File: config.mk
export PLATFORM = sky130hd
export DESIGN_NAME = sap1_mem_arbiter
export DESIGN_NICKNAME = d
export VERILOG_FILES = /design/src/rtl/sap1_pkg.sv /design/src/rtl/sap1_mem_arbiter.sv
export SDC_FILE = /design/constraint.sdc
export NUM_CORES = 1
export LEC_CHECK = 0
export ABC_AREA = 1
export CORE_MARGIN = 3
export CORE_UTILIZATION = 30
export CTS_CLUSTER_DIAMETER = 30
export DETAILED_ROUTE_END_ITERATION = 6
export PLACE_DENSITY = 0.79
export SYNTH_ARGS = -nofsm -noshare
export SYNTH_HDL_FRONTEND = slang
export SYNTH_SLANG_ARGS = --single-unit
export TNS_END_PERCENT = 1
File: constraint.sdc
create_clock -name clk -period 2.4 [get_ports clk]
set_clock_uncertainty 0.2 [all_clocks]
set_input_delay 0.72 -clock clk [delete_from_list [all_inputs] [get_ports clk]]
set_output_delay 0.72 -clock clk [all_outputs]
set_load 0.03 [all_outputs]
File: src/rtl/sap1_pkg.sv
// rtl/sap1_pkg.sv - shared widths, arbiter state encoding and arbitration mode constants
package sap1_pkg;

    localparam int ADDR_W = 4;
    localparam int DATA_W = 8;

    localparam logic ARB_ROUND_ROBIN = 1'b0;
    localparam logic ARB_LD_FIXED    = 1'b1;

    typedef enum logic [2:0] {
        IDLE    = 3'd0,
        CPU_ACC = 3'd1,
        CPU_RSP = 3'd2,
        LD_WR   = 3'd3,
        LD_RD   = 3'd4,
        LD_RSP  = 3'd5
    } arb_state_t;

    typedef enum logic {
        GNT_CPU = 1'b0,
        GNT_LD  = 1'b1
    } grant_t;

endpackage

File: src/rtl/sap1_mem_arbiter.sv
// rtl/sap1_mem_arbiter.sv - CPU/loader arbiter for the SAP-1 16x8 memory; SAP1_ARB_RDBACK_EN enables loader reads
module sap1_mem_arbiter
    import sap1_pkg::*;
#(
    parameter logic ARB_MODE = ARB_ROUND_ROBIN
) (
    input  logic              clk,
    input  logic              rst_n,
    input  logic              prog_mode,
    input  logic              cpu_req,
    input  logic [ADDR_W-1:0] cpu_addr,
    output logic [DATA_W-1:0] cpu_rdata,
    output logic              cpu_valid,
    output logic              cpu_stall,
    input  logic              ld_req,
    input  logic              ld_we,
    input  logic [ADDR_W-1:0] ld_addr,
    input  logic [DATA_W-1:0] ld_wdata,
    output logic              ld_gnt,
    output logic [DATA_W-1:0] ld_rdata,
    output logic              ld_rvalid,
    output logic              mem_en,
    output logic              mem_we,
    output logic [ADDR_W-1:0] mem_addr,
    output logic [DATA_W-1:0] mem_wdata,
    input  logic [DATA_W-1:0] mem_rdata
);

    arb_state_t state, state_next;
    grant_t     last_grant, last_grant_next;

    logic cpu_elig;
    logic ld_elig;
    logic pick_ld;

`ifdef SAP1_ARB_RDBACK_EN
    assign ld_elig = ld_req;
`else
    assign ld_elig = ld_req & ld_we;
`endif
    assign cpu_elig = cpu_req & ~prog_mode;

    // Loader wins when alone, in fixed-priority mode, or when the CPU had the last turn.
    assign pick_ld = ld_elig & (~cpu_elig | (ARB_MODE == ARB_LD_FIXED) | (last_grant == GNT_CPU));

    always_comb begin
        state_next      = state;
        last_grant_next = last_grant;
        mem_en          = 1'b0;
        mem_we          = 1'b0;
        mem_addr        = '0;
        mem_wdata       = '0;
        ld_gnt          = 1'b0;
        case (state)
            IDLE: begin
                if (pick_ld) begin
                    last_grant_next = GNT_LD;
`ifdef SAP1_ARB_RDBACK_EN
                    state_next = ld_we ? LD_WR : LD_RD;
`else
                    state_next = LD_WR;
`endif
                end else if (cpu_elig) begin
                    last_grant_next = GNT_CPU;
                    state_next      = CPU_ACC;
                end
            end
            CPU_ACC: begin
                mem_en     = 1'b1;
                mem_addr   = cpu_addr;
                state_next = CPU_RSP;
            end
            CPU_RSP: begin
                state_next = IDLE;
            end
            LD_WR: begin
                mem_en     = 1'b1;
                mem_we     = 1'b1;
                mem_addr   = ld_addr;
                mem_wdata  = ld_wdata;
                ld_gnt     = 1'b1;
                state_next = IDLE;
            end
`ifdef SAP1_ARB_RDBACK_EN
            LD_RD: begin
                mem_en     = 1'b1;
                mem_addr   = ld_addr;
                ld_gnt     = 1'b1;
                state_next = LD_RSP;
            end
            LD_RSP: begin
                state_next = IDLE;
            end
`endif
            default: begin
                state_next = IDLE;
            end
        endcase
    end

    always_ff @(posedge clk or negedge rst_n) begin
        if (!rst_n) begin
            state      <= IDLE;
            last_grant <= GNT_CPU;
            cpu_rdata  <= '0;
            cpu_valid  <= 1'b0;
        end else begin
            state      <= state_next;
            last_grant <= last_grant_next;
            cpu_valid  <= (state == CPU_RSP);
            if (state == CPU_RSP) begin
                cpu_rdata <= mem_rdata;
            end
        end
    end

`ifdef SAP1_ARB_RDBACK_EN
    always_ff @(posedge clk or negedge rst_n) begin
        if (!rst_n) begin
            ld_rdata  <= '0;
            ld_rvalid <= 1'b0;
        end else begin
            ld_rvalid <= (state == LD_RSP);
            if (state == LD_RSP) begin
                ld_rdata <= mem_rdata;
            end
        end
    end
`else
    assign ld_rdata  = '0;
    assign ld_rvalid = 1'b0;
`endif

    // The completion pulse ends the stall in that same cycle even if cpu_req is still high.
    assign cpu_stall = prog_mode | (cpu_req & ~cpu_valid);

endmodule

# Word-level counts from Yosys, hierarchy flattened
# Index checks and enable logic that the tools add are counted.
[totals]
reg_bits = 13
input_bits = 30
out_inout_bits = 34
[classes]
eq_ne = 4
n_mux = 9
bitwise_logic = 10
n_reduce_logical = 4
[op_table]
columns = ["cell", "n"]
rows = [
  ["$mux W8", 1],
  ["$pmux W4 S2", 1],
  ["$eq A3 B2 Y1 const B", 2],
  ["$mux W3", 2],
  ["$pmux W3 S2", 1],
  ["$and A1 B1 Y1", 4],
  ["$mux W1", 4],
  ["$not A1 Y1", 4],
  ["$eq A3 B1 Y1 const B", 1],
  ["$logic_not A3 Y1", 1],
  ["$ne A3 B3 Y1 const B", 1],
  ["$or A1 B1 Y1", 2],
  ["$reduce_and A2 Y1", 1],
  ["$reduce_bool A2 Y1", 1],
  ["$reduce_or A2 Y1", 1],
]

# Logic depth before layout (Yosys ltp)
# Gate-level depths: netlist of the first run.
[depth]
depth_word = 7
mapped_depth = 6
ltp_nobuf = 6

# Least setup slack after synthesis of the first run
# Ideal clock, no wire load.
[synth_path]
path_kind = "in2out"
start = "input cpu_req"
end = "output cpu_stall"
arrival_time_ns = 1.419
path_slack_ns = 0.061
path_stages = 2
n_path_buf = 0
path_cell_list = "inv_1 -> o21ai_0"
[synth_between]
elab_chain_cells = 2
[synth_lines]
columns = ["item", "line", "rtl"]
rows = [
  ["start: declaration", "sap1_mem_arbiter.sv:10", "input logic cpu_req,"],
  ["$and A1 B1 Y1", "sap1_mem_arbiter.sv:135", "assign cpu_stall = prog_mode | (cpu_req & ~cpu_valid);"],
  ["$or A1 B1 Y1", "sap1_mem_arbiter.sv:135", ""],
  ["end: declaration", "sap1_mem_arbiter.sv:14", "output logic cpu_stall,"],
]
# No other way between the ends.

# Final worst setup path of the first run
[layout_path]
start = "input cpu_addr[1]"
end = "output mem_addr[1]"
[layout_between]
elab_chain_cells = 1
[layout_lines]
columns = ["item", "line", "rtl"]
rows = [
  ["start: declaration", "sap1_mem_arbiter.sv:11", "input logic [ADDR_W-1:0] cpu_addr,"],
  ["$pmux W4 S2", "sap1_mem_arbiter.sv:54", "case (state)"],
  ["end: declaration", "sap1_mem_arbiter.sv:24", "output logic [ADDR_W-1:0] mem_addr,"],
]
# No other way between the ends.

==> results by group, run 1 <==
Floorplan
  – Chip Height: 54.16 um
  – Starting Density: 33.41%
  – Die X: 54.16 um
  – Num rows: 16
  – Core ar.: 0.002082 sq mm
  – Boundary Pins: 64
  – Die area: 0.002933 sq mm

Power
  – IR drop worst, VDD: 0.6412 mV
  – P_leak: 0.7803 nW
  – Pwr dens: 895.2 mW/mm^2
  – Total Power: 1.150 mW

Layout
  – N_diodes: 0
  – Layout cells sized above 1: 17.95%
  – Area delta synth->final: 84.71%
  – Net count, final: 187

Global routing
  – Total GRT Usage: 12.80%
  – Vias in the first global route: 631
  – Largest net degree at the start of global routing: 13
  – Initial antenna violation count: 0
  – Grt ovf: 0
  – First-pass GRT wire length: 2.642 mm

Worst setup path
  – Crit start category: primary input
  – Crit. End Element: output pin
  – End point of the critical path: mem_addr[1]
  – Worst R2R Start: state[1]
  – Crit path DAT: 1.46 ns
  – Reg2Reg Setup Slack: 1.17 ns
  – FF-to-FF path depth: 5
  – Worst setup startpoint: cpu_addr[1]
  – Critical Path RT: 1.48 ns
  – Reg2reg end: last_grant
  – Critical path fanouts, max: 1
  – CP Class: in2out

Clock network
  – Clock transition at the registers of the reported paths: 0.07 ns
  – Postcts setup bufs: 0
  – Root Buffer: clkbuf_4
  – CTS buffer count: 3
  – CTS max path bufs: 2
  – Clk sinks: 12
  – CTS tree: yes
  – CTS Hold Bufs: 0
  – H-Tree Depth: 1
  – Clk_lat worst skew: 0.27 ns

Synthesis
  – Synthesized flop and latch total: 12
  – Syn Inst Count: 98
  – Top-area cell type share of the netlist area: 43.17%
  – Post-Synth Adder-Cell Area: 0%
  – Mapped Area: 695.7 sq um
  – Seq/Total Area, Yosys: 43.17%
  – Synth Area in XOR/XNOR: 0%
  – Post-Synth Simple-Gate Area: 34.35%
  – Ys Warns: 0
  – Mux cell area share after synthesis: 0%
  – Largest area contributor in the netlist: dfrtp_1
  – Area contributors post-synth: dfrtp_1, nand2_1, buf_4, inv_1, nor2_1
  – Main combinational cell family by area after synthesis: simple AND/OR/NAND/NOR gates
  – Avg Cell Area, Syn: 7.099 sq um
  – Synth cell types: 13
  – Compound-Gate Fraction of Synth Area: 0.7194%

Placed design
  – Post-DP HPWL: 1.601 mm
  – Routability Congestion: 0.7181
  – Input/output buffers: 54

STA
  – Setup violations, final: 0
  – Hold Violations, Final: 0
  – Hold WS: 0.2818 ns
  – Final Critical Period: 2.381 ns
  – Final Max Tran Viols: 0
  – Final Cycle Share: 99.21%
  – TNS Setup: 0 ns
  – RSZ-0062 raised after global routing: yes
  – Slew at the pin closest to its max-slew limit: 0.5053 ns
  – FMAX: 0.4200 GHz
  – Rel. slew slack: 66.21%

Route
  – Post-Route M1 WL: 613 um
  – Vias: 752
  – Wire per inst: 10.29 um
  – WL met3: 394 um
  – Total Routed Length: 1.883 mm
  – DRC: 0
  – Met2 wire length: 837 um
  – Initial DRC count: 6
  – Highest Signal Layer: met4
  – Final ANT Viol Nets: 0
  – DR pass1 iterations: 4
  – Vias per Instance: 4.109

Flow run
  – Number of max-cap violations: 0

Hold path
  – Type of the worst min-delay path: reg2reg
  – WHS Path Cells: 2

Status
  – Status: finished clean
-- per-stage QoR --
stage	setup WS, ns	std cells	utilization, %	cell area [sq um]
after global placement	-0.06518	179	58.17	1211
after detailed placement	-0.1121	179	58.17	1211
after global routing	-0.03375	183	61.72	1285
after floorplan	0.06133	106	-	725.7
final	0.01890	183	61.72	1285
after CTS	0.0003739	183	60.04	1250
-- timing repair --
| item | in CTS | in global routing |
|---|---|---|
| resized for setup | 7 | 12 |
| endpoints found under the setup margin | 6 | 13 |
| pin swaps | 3 | 11 |
-- worst max-delay path: stages --
cell and delay [ns]:
clkdlybuf4s50_1 0.45, nand3_1 0.07, nand2_1 0.09, buf_6 0.13
-- flip-flops by register name, indices dropped and copies added (netlist names) --
name / count
cpu_rdata: 8
state: 2
cpu_valid: 1
last_grant: 1
-- cell families after synthesis --
group                  count (synthesis)
other                                  1
and+or+nand+nor                       57
AOI/OAI and AO/OA                      1
DFF                                   12
buffers and inverters                 27
-- area by class of cell --
cell class / count / area [sq um]
clock buffer: 4 / 36.28
fill: 172 / 797.0
inverter: 15 / 61.31
multi-input combinational: 67 / 285.3
sequential: 12 / 300.3
tap: 27 / 33.78
timing repair buffer: 58 / 568.0
-- routing by layer --
layer  vias up  GRT usage, %
met4         0         6.224
met2        55         23.51
met5         -             0
met1       308         11.02
met3         4         6.925
li1        385             -
-- worst min-delay path by stage --
stage                 startpoint           end  slack (ns)
floorplan                  rst_n  cpu_rdata[0]        0.22
global placement      last_grant    last_grant        0.26
detailed placement  cpu_rdata[6]  cpu_rdata[6]        0.27
CTS                   last_grant    last_grant        0.29
global route        cpu_rdata[5]  cpu_rdata[5]        0.31
finish                last_grant    last_grant        0.28
-- report_power, final --
group,total (mW),internal [mW],switching [mW]
registers,0.339,0.287,0.0530
logic,0.651,0.267,0.385
clock network,0.160,0.0923,0.0674
-- synth_stat cells (all sizes together) --
master / count
nand3b: 1
buf: 11
inv: 15
o21ai: 1
conb: 1
nand2: 42
clkbuf: 1
dfrtp: 12
nand3: 5
nor2: 9
-- cell usage in the layout (no fill, tap or decap), drive strengths merged --
cell type / count
clkdlybuf4s50: 29
dfrtp: 12
dlymetal6s2s: 8
inv: 15
nand2: 42
buf: 17
conb: 9
nor2: 9
clkbuf: 4
dlygate4sd2: 4
nand3: 5
o21ai: 1
nand3b: 1
Power figures use the tool's default switching activity.
==> run 2: changes to the inputs <==
- SLEW_MARGIN: not set -> 10
==> results of run 2 <==
No change in the layout: final DEF, timing and power equal those of run 1.
==> run 3: changes to the inputs <==
- GPL_ROUTABILITY_DRIVEN: not set -> 0
==> results of run 3 <==
No change in the layout: final DEF, timing and power equal those of run 1.
